### src/rtl/dl_multi_if.sv
// Bus bundle for dl_multi: GPIO config word, ADC samples, trigger inputs and per-channel lock status.
interface dl_multi_if #(
    parameter int NUM_CH    = 4,
    parameter int NUM_LANES = 16
);
    logic [31:0]             gpio_in;
    logic [16*NUM_LANES-1:0] adc_data_in;
    logic                    lock_sig_active;
    logic [NUM_CH-1:0]       trig_lock;
    logic [NUM_CH-1:0]       lock_done;
    logic [NUM_CH-1:0]       locked;
    logic [NUM_CH-1:0]       lock_fail;
    logic [16*NUM_CH-1:0]    setpt_out_ext;

    modport master (
        output gpio_in, adc_data_in, lock_sig_active, trig_lock,
        input  lock_done, locked, lock_fail, setpt_out_ext
    );

    modport slave (
        input  gpio_in, adc_data_in, lock_sig_active, trig_lock,
        output lock_done, locked, lock_fail, setpt_out_ext
    );
endinterface

### src/rtl/dl_multi.sv
// Multi-channel dynamic lockbox: each channel averages one ADC lane and hill-climbs its
// 16-bit bias setpoint until the average sits within tolerance of the expected value.
module dl_multi #(
    parameter int NUM_CH    = 4,
    parameter int NUM_LANES = 16,
    parameter int BASE_ADDR = 0,
    parameter int MAX_ITER  = 1024
) (
    input logic       clk,
    input logic       rst,
    dl_multi_if.slave bus
);
    localparam int CH_W   = (NUM_CH > 1) ? $clog2(NUM_CH) : 1;
    localparam int LANE_W = (NUM_LANES > 1) ? $clog2(NUM_LANES) : 1;
    localparam int ITER_W = $clog2(MAX_ITER) + 1;

    typedef enum logic [2:0] {
        ST_IDLE, ST_SETTLE, ST_ACCUM, ST_EVAL, ST_STEP, ST_LOCKED, ST_FAIL
    } state_t;

    logic [2:0]        strb_q, strb_d;
    logic              strb_rise, wr_en;
    logic [14:0]       gpio_addr, gpio_off;
    logic [15:0]       gpio_data;
    logic [CH_W-1:0]   wr_ch;
    logic [2:0]        wr_reg;

    logic [15:0]       setpt_max_q [NUM_CH], setpt_max_d [NUM_CH];
    logic [15:0]       setpt_init_q[NUM_CH], setpt_init_d[NUM_CH];
    logic [15:0]       exp_val_q   [NUM_CH], exp_val_d   [NUM_CH];
    logic [15:0]       tol_q       [NUM_CH], tol_d       [NUM_CH];
    logic [3:0]        avg_log2_q  [NUM_CH], avg_log2_d  [NUM_CH];
    logic [LANE_W-1:0] lane_sel_q  [NUM_CH], lane_sel_d  [NUM_CH];
    logic [15:0]       step_q      [NUM_CH], step_d      [NUM_CH];
    logic [15:0]       settle_q    [NUM_CH], settle_d    [NUM_CH];

    logic [15:0]       setpt_v [NUM_CH];
    logic              done_v  [NUM_CH];
    logic              locked_v[NUM_CH];
    logic              fail_v  [NUM_CH];

    // The strobe comes from a slow GPIO domain; addr/data are assumed stable around the edge.
    assign strb_d    = {strb_q[1:0], bus.gpio_in[31]};
    assign strb_rise = strb_q[1] & ~strb_q[2];
    assign gpio_addr = bus.gpio_in[30:16];
    assign gpio_data = bus.gpio_in[15:0];
    assign gpio_off  = gpio_addr - 15'(BASE_ADDR);
    assign wr_en     = strb_rise && (gpio_addr >= 15'(BASE_ADDR)) && (gpio_off < 15'(8*NUM_CH));
    assign wr_ch     = gpio_off[CH_W+2:3];
    assign wr_reg    = gpio_off[2:0];

    always_comb begin
        setpt_max_d  = setpt_max_q;
        setpt_init_d = setpt_init_q;
        exp_val_d    = exp_val_q;
        tol_d        = tol_q;
        avg_log2_d   = avg_log2_q;
        lane_sel_d   = lane_sel_q;
        step_d       = step_q;
        settle_d     = settle_q;
        if (wr_en) begin
            case (wr_reg)
                3'd0:    setpt_max_d[wr_ch]  = gpio_data;
                3'd1:    setpt_init_d[wr_ch] = gpio_data;
                3'd2:    exp_val_d[wr_ch]    = gpio_data;
                3'd3:    tol_d[wr_ch]        = gpio_data;
                3'd4:    avg_log2_d[wr_ch]   = (gpio_data > 16'd8) ? 4'd8 : gpio_data[3:0];
                3'd5:    lane_sel_d[wr_ch]   = LANE_W'(gpio_data % 16'(NUM_LANES));
                3'd6:    step_d[wr_ch]       = gpio_data;
                default: settle_d[wr_ch]     = gpio_data;
            endcase
        end
    end

    always_ff @(posedge clk or negedge rst) begin
        if (!rst) begin
            strb_q <= '0;
            for (int i = 0; i < NUM_CH; i++) begin
                setpt_max_q[i]  <= '0;
                setpt_init_q[i] <= '0;
                exp_val_q[i]    <= '0;
                tol_q[i]        <= '0;
                avg_log2_q[i]   <= '0;
                lane_sel_q[i]   <= '0;
                step_q[i]       <= '0;
                settle_q[i]     <= '0;
            end
        end else begin
            strb_q       <= strb_d;
            setpt_max_q  <= setpt_max_d;
            setpt_init_q <= setpt_init_d;
            exp_val_q    <= exp_val_d;
            tol_q        <= tol_d;
            avg_log2_q   <= avg_log2_d;
            lane_sel_q   <= lane_sel_d;
            step_q       <= step_d;
            settle_q     <= settle_d;
        end
    end

    for (genvar c = 0; c < NUM_CH; c++) begin : g_ch
        state_t             state_q, state_d;
        logic [15:0]        setpt_q, setpt_d;
        logic               dir_q, dir_d;
        logic [ITER_W-1:0]  iter_q, iter_d;
        logic [16:0]        prev_err_q, prev_err_d;
        logic signed [23:0] acc_q, acc_d;
        logic [8:0]         cnt_q, cnt_d;
        logic [15:0]        settle_cnt_q, settle_cnt_d;
        logic [3:0]         avg_sh_q, avg_sh_d;
        logic               locked_q, locked_d, fail_q, fail_d, done_q, done_d;

        logic [15:0]        sample;
        logic signed [23:0] avg, err;
        logic [23:0]        aerr;
        logic [16:0]        sum_up;

        always_comb begin
            sample = '0;
            for (int k = 0; k < NUM_LANES; k++) begin
                if (lane_sel_q[c] == LANE_W'(k)) sample = bus.adc_data_in[16*k +: 16];
            end
        end

        assign avg    = acc_q >>> avg_sh_q;
        assign err    = avg - {{8{exp_val_q[c][15]}}, exp_val_q[c]};
        assign aerr   = err[23] ? 24'(-err) : 24'(err);
        assign sum_up = {1'b0, setpt_q} + {1'b0, step_q[c]};

        // Dropping trig_lock aborts from any state; the status flags survive until the next start.
        always_comb begin
            state_d      = state_q;
            setpt_d      = setpt_q;
            dir_d        = dir_q;
            iter_d       = iter_q;
            prev_err_d   = prev_err_q;
            acc_d        = acc_q;
            cnt_d        = cnt_q;
            settle_cnt_d = settle_cnt_q;
            avg_sh_d     = avg_sh_q;
            locked_d     = locked_q;
            fail_d       = fail_q;
            done_d       = done_q;
            if (!bus.trig_lock[c]) begin
                state_d = ST_IDLE;
                acc_d   = '0;
                cnt_d   = '0;
                done_d  = 1'b1;
            end else begin
                case (state_q)
                    ST_IDLE: begin
                        state_d      = ST_SETTLE;
                        setpt_d      = (setpt_init_q[c] < setpt_max_q[c]) ? setpt_init_q[c] : setpt_max_q[c];
                        dir_d        = 1'b1;
                        iter_d       = '0;
                        prev_err_d   = '1;
                        locked_d     = 1'b0;
                        fail_d       = 1'b0;
                        done_d       = 1'b0;
                        settle_cnt_d = '0;
                        acc_d        = '0;
                        cnt_d        = '0;
                    end
                    ST_SETTLE: begin
                        if (settle_cnt_q >= settle_q[c]) begin
                            state_d  = ST_ACCUM;
                            avg_sh_d = avg_log2_q[c];
                            acc_d    = '0;
                            cnt_d    = '0;
                        end else begin
                            settle_cnt_d = settle_cnt_q + 16'd1;
                        end
                    end
                    ST_ACCUM: begin
                        if (bus.lock_sig_active) begin
                            acc_d = acc_q + {{8{sample[15]}}, sample};
                            cnt_d = cnt_q + 9'd1;
                            if ((cnt_q + 9'd1) == (9'd1 << avg_sh_q)) state_d = ST_EVAL;
                        end
                    end
                    ST_EVAL: begin
                        prev_err_d = aerr[16:0];
                        acc_d      = '0;
                        cnt_d      = '0;
                        if (aerr <= {8'd0, tol_q[c]}) begin
                            state_d  = ST_LOCKED;
                            locked_d = 1'b1;
                            done_d   = 1'b1;
                        end else if (iter_q == ITER_W'(MAX_ITER - 1)) begin
                            state_d = ST_FAIL;
                            fail_d  = 1'b1;
                            done_d  = 1'b1;
                        end else begin
                            state_d = ST_STEP;
                            if (aerr > {7'd0, prev_err_q}) dir_d = ~dir_q;
                        end
                    end
                    ST_STEP: begin
                        state_d      = ST_SETTLE;
                        iter_d       = iter_q + 1'b1;
                        settle_cnt_d = '0;
                        if (dir_q) begin
                            if (sum_up > {1'b0, setpt_max_q[c]}) begin
                                setpt_d = setpt_max_q[c];
                                dir_d   = 1'b0;
                            end else begin
                                setpt_d = sum_up[15:0];
                            end
                        end else if (step_q[c] > setpt_q) begin
                            setpt_d = '0;
                            dir_d   = 1'b1;
                        end else begin
                            setpt_d = setpt_q - step_q[c];
                        end
                    end
                    default: ;
                endcase
            end
        end

        always_ff @(posedge clk or negedge rst) begin
            if (!rst) begin
                state_q      <= ST_IDLE;
                setpt_q      <= '0;
                dir_q        <= 1'b1;
                iter_q       <= '0;
                prev_err_q   <= '1;
                acc_q        <= '0;
                cnt_q        <= '0;
                settle_cnt_q <= '0;
                avg_sh_q     <= '0;
                locked_q     <= 1'b0;
                fail_q       <= 1'b0;
                done_q       <= 1'b1;
            end else begin
                state_q      <= state_d;
                setpt_q      <= setpt_d;
                dir_q        <= dir_d;
                iter_q       <= iter_d;
                prev_err_q   <= prev_err_d;
                acc_q        <= acc_d;
                cnt_q        <= cnt_d;
                settle_cnt_q <= settle_cnt_d;
                avg_sh_q     <= avg_sh_d;
                locked_q     <= locked_d;
                fail_q       <= fail_d;
                done_q       <= done_d;
            end
        end

        assign setpt_v[c]  = setpt_q;
        assign done_v[c]   = done_q;
        assign locked_v[c] = locked_q;
        assign fail_v[c]   = fail_q;
    end

    always_comb begin
        bus.setpt_out_ext = '0;
        bus.lock_done     = '0;
        bus.locked        = '0;
        bus.lock_fail     = '0;
        for (int i = 0; i < NUM_CH; i++) begin
            bus.setpt_out_ext[16*i +: 16] = setpt_v[i];
            bus.lock_done[i]              = done_v[i];
            bus.locked[i]                 = locked_v[i];
            bus.lock_fail[i]              = fail_v[i];
        end
    end
endmodule

### src/flat_wrapper.sv
// flat-port wrapper written by rule: the top's interface ports become plain ports
module dl_multi_flat 
#(
    parameter int NUM_CH    = 4,
    parameter int NUM_LANES = 16,
    parameter int BASE_ADDR = 0,
    parameter int MAX_ITER  = 1024
)
  (clk, rst, bus_gpio_in, bus_adc_data_in, bus_lock_sig_active, bus_trig_lock, bus_lock_done, bus_locked, bus_lock_fail, bus_setpt_out_ext);
  dl_multi_if #(.NUM_CH(NUM_CH), .NUM_LANES(NUM_LANES)) bus_i ();
  input logic clk;
  input logic rst;
  input wire logic [$bits(bus_i.gpio_in)-1:0] bus_gpio_in;
  input wire logic [$bits(bus_i.adc_data_in)-1:0] bus_adc_data_in;
  input wire logic [$bits(bus_i.lock_sig_active)-1:0] bus_lock_sig_active;
  input wire logic [$bits(bus_i.trig_lock)-1:0] bus_trig_lock;
  output wire logic [$bits(bus_i.lock_done)-1:0] bus_lock_done;
  output wire logic [$bits(bus_i.locked)-1:0] bus_locked;
  output wire logic [$bits(bus_i.lock_fail)-1:0] bus_lock_fail;
  output wire logic [$bits(bus_i.setpt_out_ext)-1:0] bus_setpt_out_ext;
  assign bus_i.gpio_in = bus_gpio_in;
  assign bus_i.adc_data_in = bus_adc_data_in;
  assign bus_i.lock_sig_active = bus_lock_sig_active;
  assign bus_i.trig_lock = bus_trig_lock;
  assign bus_lock_done = bus_i.lock_done;
  assign bus_locked = bus_i.locked;
  assign bus_lock_fail = bus_i.lock_fail;
  assign bus_setpt_out_ext = bus_i.setpt_out_ext;
  dl_multi #(.NUM_CH(NUM_CH), .NUM_LANES(NUM_LANES), .BASE_ADDR(BASE_ADDR), .MAX_ITER(MAX_ITER)) u_core (.clk(clk), .rst(rst), .bus(bus_i));
endmodule
### config.mk
export PLATFORM = sky130hd
export DESIGN_NAME = dl_multi_flat
export DESIGN_NICKNAME = d
export VERILOG_FILES = /design/src/rtl/dl_multi_if.sv /design/src/rtl/dl_multi.sv /design/src/flat_wrapper.sv
export SDC_FILE = /design/constraint.sdc
export NUM_CORES = 2
export LEC_CHECK = 0
export CAP_MARGIN = 5
export CORE_MARGIN = 5
export CORE_UTILIZATION = 40
export CTS_BUF_LIST = sky130_fd_sc_hd__clkbuf_4
export DETAILED_ROUTE_END_ITERATION = 8
export SYNTH_ARGS = -nofsm -noshare
export SYNTH_HDL_FRONTEND = slang
export SYNTH_SLANG_ARGS = --single-unit
### constraint.sdc
create_clock -name clk -period 8.1 [get_ports clk]
set_input_delay 1.215 -clock clk [delete_from_list [all_inputs] [get_ports clk]]
set_output_delay 1.215 -clock clk [all_outputs]
set_load 0.02 [all_outputs]
# Word level (Yosys, flattened, before mapping)
# Cells that the tools add are included.
# Widths: inputs -> output; s select.
# word_totals
regBits	835
inputBits	295
out_inout_bits	76
wordCells	622
# classes
addsub	32
order_cmp	29
eq_ne	142
shift	8
muxes	237
bitwise	8
reduce_logical	85
# ops
cell	count
$mux 16	85
$bwmux 64	6
$mux 24	16
$pmux 24 s3	4
$pmux 16 s2	8
$pmux 17 s2	4
$eq 4x4->1 const B	32
$mux 9	12
$pmux 9 s3	4
$add 24x24->24	4
$gt 24x17->1	4
$le 24x16->1	4
$neg 24->24	4
$sshr 24x4->24	4
$sub 24x24->24	4
$pmux 11 s2	4
$add 16x16->17	4
$gt 17x16->1	4
$add 16x1->16 const B	4
$eq 4x3->1 const B	16
$ge 16x16->1	4
$gt 16x16->1	4
$lt 16x16->1	4
$sub 16x16->16	4
46 further kinds	298

# Logic depth before layout (Yosys ltp)
# logic_depth
depth_word	21
ltp_mapped	38
depth_no_buf	32

# Worst setup path after synthesis
# OpenSTA, ideal clock, no wires.
# synth_timing
kind	register -> register
start	register u_core.g_ch[2].avg_sh_q[1]
end	register u_core.g_ch[2].dir_q
setup_time_ns	0.084
arrival_ns	7.038
required_ns	8.016
slack_ns	0.978
stages_incl_launch_ff	34
n_path_buf	6
synth_period_minus_slack_ns	7.122
path_cell_list	dfrtp_1 -> clkbuf_1 -> buf_1 -> buf_1 -> mux2i_1 -> mux4_2 -> a21oi_1 -> ha_1 -> nor2b_1 -> o31a_1 -> o21a_1 -> or3_1 -> buf_2 -> a41o_1 -> a21oi_1 -> o31a_1 -> and2_1 -> clkbuf_1 -> clkbuf_1 -> nor2_1 -> xnor2_1 -> ha_1 -> o21a_1 -> o21a_1 -> o21a_1 -> o21a_1 -> o211ai_1 -> a211oi_1 -> o21a_1 -> o21ai_0 -> a211oi_1 -> nor3_1 -> a21oi_1 -> o2bb2a_1
# synth_between
elab_chain_cells	7
word_cells_on_any_way	9
cone_classes	add/sub (2); order compare (2); eq/ne (2); shift (1); mux (1); reduce/logical (1)
# synth_rtl
item	line_no	source
start: declaration	dl_multi.sv:110	logic [3:0] avg_sh_q, avg_sh_d;
start signal: assignment	dl_multi.sv:244	avg_sh_q <= avg_sh_d;
$sshr 24x4->24 (*)	dl_multi.sv:125	assign avg = acc_q >>> avg_sh_q;
$sub 24x24->24 (*)	dl_multi.sv:126	assign err = avg - {{8{exp_val_q[c][15]}}, exp_val_q[c]};
$neg 24->24	dl_multi.sv:127	assign aerr = err[23] ? 24'(-err) : 24'(err);
$mux 24 (*)	dl_multi.sv:127	
$le 24x16->1 / $gt 24x17->1 (equally long branches)	dl_multi.sv:185, dl_multi.sv:195	
$ne 2x2->1 (no line) / $ne 2x1->1 (equally long branches)	--	
$reduce_and 5->1 (no line) (*)	--	
end signal: assignment	dl_multi.sv:238	dir_q <= dir_d;
end: declaration	dl_multi.sv:104	logic dir_q, dir_d;
# Mark *: on every way between the ends. The rest lies on a longest branch, timed or not.
# A chain may end at the register's enable or synchronous reset.

# Worst setup path after layout
# layout_timing
start	register u_core.g_ch[1].avg_sh_q[1]
end	register u_core.g_ch[1].state_q[1]
# layout_between
elab_chain_cells	8
word_cells_on_any_way	12
cone_classes	add/sub (2); order compare (1); eq/ne (2); shift (2); mux (4); reduce/logical (1)
# layout_rtl
item	line_no	source
start: declaration	dl_multi.sv:110	
start signal: assignment	dl_multi.sv:244	
$sshr 24x4->24	dl_multi.sv:125	
$sub 24x24->24	dl_multi.sv:126	
$neg 24->24	dl_multi.sv:127	
$mux 24	dl_multi.sv:127	
$le 24x16->1	dl_multi.sv:185	if (aerr <= {8'd0, tol_q[c]}) begin
$mux 3	dl_multi.sv:185	
$pmux 3 s4	dl_multi.sv:150	case (state_q)
$mux 3	dl_multi.sv:144	if (!bus.trig_lock[c]) begin
end signal: assignment	dl_multi.sv:236	state_q <= state_d;
end: declaration	dl_multi.sv:102	state_t state_q, state_d;
# Several ways; a longest one is shown, not always the timed one.

==> flow_summary.html <==
<table>
<tr><th>Metric</th><th>Value</th></tr>
<tr><th colspan="2">Floorplan</th></tr>
<tr><td>Num ports</td><td>between 300 and 400</td></tr>
<tr><td>Die Span X</td><td>between 400 and 500 um</td></tr>
<tr><td>Floorplan die area</td><td>186000 sq um</td></tr>
<tr><td>Initial Util</td><td>just over 40%</td></tr>
<tr><td>Core outline area</td><td>between 150000 and 200000 sq um</td></tr>
<tr><td>Die Y</td><td>431 um</td></tr>
<tr><td>Site Rows</td><td>154</td></tr>
<tr><th colspan="2">Synth</th></tr>
<tr><td>Share of flip-flops with an asynchronous set or reset</td><td>100%</td></tr>
<tr><td>Syn nets</td><td>around 9.4k</td></tr>
<tr><td>Most numerous cell types in the synthesized netlist</td><td>875 x nand2_1, 759 x dfrtp_1, 660 x nor2_1</td></tr>
<tr><td>Area fraction of the dominant cell type after synthesis</td><td>roughly 27%</td></tr>
<tr><td>Most frequently used cell type in the post-synthesis netlist</td><td>nand2_1</td></tr>
<tr><td>Netlist area before placement</td><td>about 71000 sq um</td></tr>
<tr><td>Post-synthesis register bit count</td><td>around 840</td></tr>
<tr><td>Flip-flop cell with the highest count after synthesis</td><td>dfrtp_1</td></tr>
<tr><td>Leading post-synthesis cells by cell area</td><td>dfrtp_1 27%, ha_1 11%, nand2_1 4.6%, mux2_2 4.5%, o21ai_0 4.5%</td></tr>
<tr><td>Number of flops mapped to enable cells by yosys</td><td>0</td></tr>
<tr><td>Total number of yosys warnings</td><td>0</td></tr>
<tr><td>Share of the yosys chip area belonging to registers</td><td>approximately 30%</td></tr>
<tr><td>Number of distinct library cells after synthesis</td><td>between 90 and 100</td></tr>
<tr><td>Synthesized area divided by synthesized cell count</td><td>roughly 8.4 sq um</td></tr>
<tr><td>Most area-hungry cell type in the Yosys netlist</td><td>dfrtp_1</td></tr>
<tr><td>Synth Instances</td><td>around 8.5k</td></tr>
<tr><th colspan="2">Hold path</th></tr>
<tr><td>Tightest Hold Check Type</td><td>in2reg</td></tr>
<tr><td>Min-Delay Path Depth</td><td>3</td></tr>
<tr><td>Hold Startpoint</td><td>bus_gpio_in[15]</td></tr>
<tr><td>Worst min-delay path endpoint</td><td>u_core.step_q[15]</td></tr>
<tr><th colspan="2">Power and ir drop</th></tr>
<tr><td>Static Leakage</td><td>approximately 37 nW</td></tr>
<tr><td>Largest voltage drop on the vdd net</td><td>roughly 0.00016 V</td></tr>
<tr><td>Power per cell area</td><td>133 nW/um^2</td></tr>
<tr><th colspan="2">Detailed routing</th></tr>
<tr><td>Total iterations of the first detailed-routing run</td><td>9</td></tr>
<tr><td>Routed Antenna Nets</td><td>0</td></tr>
<tr><td>Vias per cell</td><td>around 6</td></tr>
<tr><td>Wire length per cell</td><td>around 24 um</td></tr>
<tr><td>Drt first-iter violations</td><td>between 6k and 7k</td></tr>
<tr><td>Remaining routing DRC violations</td><td>4</td></tr>
<tr><td>Aggregate routed wire length</td><td>between 200000 and 300000 um</td></tr>
<tr><td>Via count</td><td>around 70k</td></tr>
<tr><th colspan="2">Worst setup path</th></tr>
<tr><td>Worst setup path category</td><td>reg2reg</td></tr>
<tr><td>Data arrival time at the worst-slack endpoint</td><td>about 8400 ps</td></tr>
<tr><td>Crit start category</td><td>flip-flop</td></tr>
<tr><td>WP data required</td><td>slightly above 9000 ps</td></tr>
<tr><td>Critical Path Max Stage Delay</td><td>660 ps</td></tr>
<tr><td>Largest fanout on the critical path</td><td>25</td></tr>
<tr><td>CP Capture Type</td><td>flip-flop</td></tr>
<tr><td>Length in cells of the worst reg-to-reg path</td><td>31</td></tr>
<tr><td>Reg-to-Reg End</td><td>u_core.g_ch[1].state_q[1]</td></tr>
<tr><td>Source of the worst register-to-register timing path</td><td>u_core.g_ch[1].avg_sh_q[1]</td></tr>
<tr><td>Worst-case register-to-register setup slack</td><td>around 800 ps</td></tr>
<tr><td>Cell type of the slowest stage on the worst timing path</td><td>dfrtp_2</td></tr>
<tr><td>Most repeated library cell on the critical path</td><td>o21ai_0</td></tr>
<tr><th colspan="2">GRT</th></tr>
<tr><td>Global route total overflow</td><td>0</td></tr>
<tr><td>Largest net degree at the start of global routing</td><td>about 170</td></tr>
<tr><td>Number of antenna violations at the first check in global routing</td><td>42</td></tr>
<tr><td>First-pass GRT wire length</td><td>approximately 400000 um</td></tr>
<tr><td>Vias in the first global route</td><td>between 60k and 70k</td></tr>
<tr><td>Overall Global Routing Usage</td><td>roughly 28%</td></tr>
<tr><th colspan="2">Timing</th></tr>
<tr><td>Final slew viol count</td><td>0</td></tr>
<tr><td>Worst Tran Pin Value</td><td>1200 ps</td></tr>
<tr><td>Fin worst setup slack</td><td>about 800 ps</td></tr>
<tr><td>Final cycle utilization of the critical path</td><td>between 90% and 100%</td></tr>
<tr><td>Total Neg Setup Slack</td><td>0 ps</td></tr>
<tr><td>Fmax</td><td>137 MHz</td></tr>
<tr><td>Shortest clock period the worst path allows after layout</td><td>about 7300 ps</td></tr>
<tr><td>Total setup violations reported at the end of the flow</td><td>0</td></tr>
<tr><td>Total count of hold-check failures in the final report</td><td>0</td></tr>
<tr><td>Worst hold slack after final layout</td><td>between 200 and 300 ps</td></tr>
<tr><td>Setup repair after global routing missed its margin</td><td>false</td></tr>
<tr><td>Relative slew slack</td><td>19.5%</td></tr>
<tr><td>Setup Skew</td><td>between 80 and 90 ps</td></tr>
<tr><th colspan="2">Clock network</th></tr>
<tr><td>Clock insertion delay at the later pin of the skew report</td><td>1300 ps</td></tr>
<tr><td>Clock buffer depth</td><td>3</td></tr>
<tr><td>Setup fix buffers added after clock tree synthesis</td><td>0</td></tr>
<tr><td>TritonCTS clock tree</td><td>built</td></tr>
<tr><td>Clock transition at the registers of the reported paths</td><td>roughly 70 ps</td></tr>
<tr><td># clock sinks</td><td>835</td></tr>
<tr><td>CTS Root Cell</td><td>clkbuf_4</td></tr>
<tr><td>CTS Buf Count</td><td>230</td></tr>
<tr><td>H-tree depth</td><td>4</td></tr>
<tr><th colspan="2">Status</th></tr>
<tr><td>Violated checks</td><td>design-rule violations</td></tr>
<tr><td>Status</td><td>finished with violations</td></tr>
<tr><th colspan="2">Run</th></tr>
<tr><td>Total of max-cap violations</td><td>0</td></tr>
<tr><th colspan="2">Placement</th></tr>
<tr><td>HPWL reported at the end of detailed placement</td><td>roughly 200000 um</td></tr>
<tr><td>Cell Area, Placed</td><td>77100 sq um</td></tr>
<tr><td>Placer congestion estimate</td><td>around 1.0</td></tr>
<tr><td>Setup Slack @ Placement</td><td>roughly 540 ps</td></tr>
<tr><td>Count of input and output buffers</td><td>370</td></tr>
<tr><th colspan="2">Cells and area</th></tr>
<tr><td>Net count, final</td><td>between 9k and 10k</td></tr>
<tr><td>Post-layout instance area</td><td>between 80000 and 90000 sq um</td></tr>
<tr><td>Fraction of final layout cells sized beyond drive strength 1</td><td>between 10% and 20%</td></tr>
<tr><td>Synthesis-to-finish area growth</td><td>13.4%</td></tr>
</table>
stage by stage:
step	power, W	util [%]	cells
floorplan	0.00571	-	8461
global placement	0.00661	43.8	10900
detailed placement	0.00662	43.8	10900
CTS	0.0108	45.5	11300
global route	0.0112	45.6	11300
finish	0.0106	45.6	11300
registers in the layout, indices dropped and copies added (netlist names), 36 cells and up:
signal,cells
u_core.g_ch.settle_cnt_q,64
u_core.g_ch.iter_q,44
u_core.g_ch.prev_err_q,68
u_core.setpt_max_q,64
u_core.step_q,64
u_core.g_ch.setpt_q,64
u_core.settle_q,64
u_core.g_ch.acc_q,96
u_core.exp_val_q,64
u_core.g_ch.cnt_q,36
u_core.setpt_init_q,64
u_core.tol_q,64
critical path: cells and delay by family (launching register included):
family	cells	cell delay [ps]
fa+ha+maj	2	590
xor+xnor	1	210
flops	1	660
simple gates	9	1790
mux	1	390
buf+inv	2	580
compound gates	16	2900
cell usage in the layout (no fill, tap or decap), types with 57 or more instances in the layout:
cell and count:
mux2i_1 129, dfrtp_1 757, clkinv_1 60, clkdlybuf4s50_1 353, a222oi_1 57, inv_1 549, a21oi_1 459, buf_4 161
a21o_1 158, xnor2_1 222, o31ai_1 114, a22oi_1 260, a31oi_1 99, nand3_1 186, nor2b_1 102, mux2_2 285
a221oi_1 67, nor2_1 646, and3_1 81, nor3_1 153, o21ai_0 636, nand2b_1 90, nand2_1 875, clkbuf_4 343
o21a_1 99, a211oi_1 78, ha_1 648, nand4_1 142, xor2_1 165, dfstp_2 76, a22o_1 65
power by group:
group          internal [W]  switching [W]
sequential          0.00426       0.000114
clock               0.00210        0.00197
combinational      0.000855        0.00135
metal layers:
metal,global-route usage [%],wire (um)
met1,36.4,115000
met2,43.8,119000
met3,6.20,21100
met4,14.0,15100
met5,0,216
how the worst max path moves through the flow:
| stage | start | endpoint | depth (start not counted) |
|---|---|---|---|
| floorplan | u_core.g_ch[2].avg_sh_q[1] | u_core.g_ch[2].dir_q | 33 |
| global placement | u_core.g_ch[1].avg_sh_q[1] | u_core.g_ch[1].state_q[1] | 31 |
| CTS | u_core.g_ch[1].avg_sh_q[1] | u_core.g_ch[1].state_q[1] | 31 |
| detailed placement | u_core.g_ch[1].avg_sh_q[1] | u_core.g_ch[1].state_q[1] | 31 |
| global route | u_core.g_ch[0].avg_sh_q[1] | u_core.g_ch[0].dir_q | 31 |
| finish | u_core.g_ch[1].avg_sh_q[1] | u_core.g_ch[1].state_q[1] | 31 |
what timing repair did:
item                                    4_1_cts  5_1_grt
hold endpoints to repair                     81        0
hold buffers                                  1        0
endpoints found under the setup margin        0        4
gates resized for setup                       0        2
cell families after synthesis:
group	count (synthesis)	synth area share, %
xor+xnor	388	4.81
fa+ha+maj	664	11.9
buf+inv	1000	5.37
mux	439	7.13
simple gates	2559	16.8
compound gates	2576	24.4
flops	835	29.6
area by class of cell:
cell class	instances	area, sq um
Fill cell	17300	95800
Multi-Input combinational cell	6626	46200
Sequential cell	835	21000
Timing Repair Buffer	538	4940
Tap cell	2340	2930
Clock buffer	343	2570
Inverter	550	2060
Clock inverter	83	490
Antenna cell	26	65.1
Power figures use the tool's default switching activity.
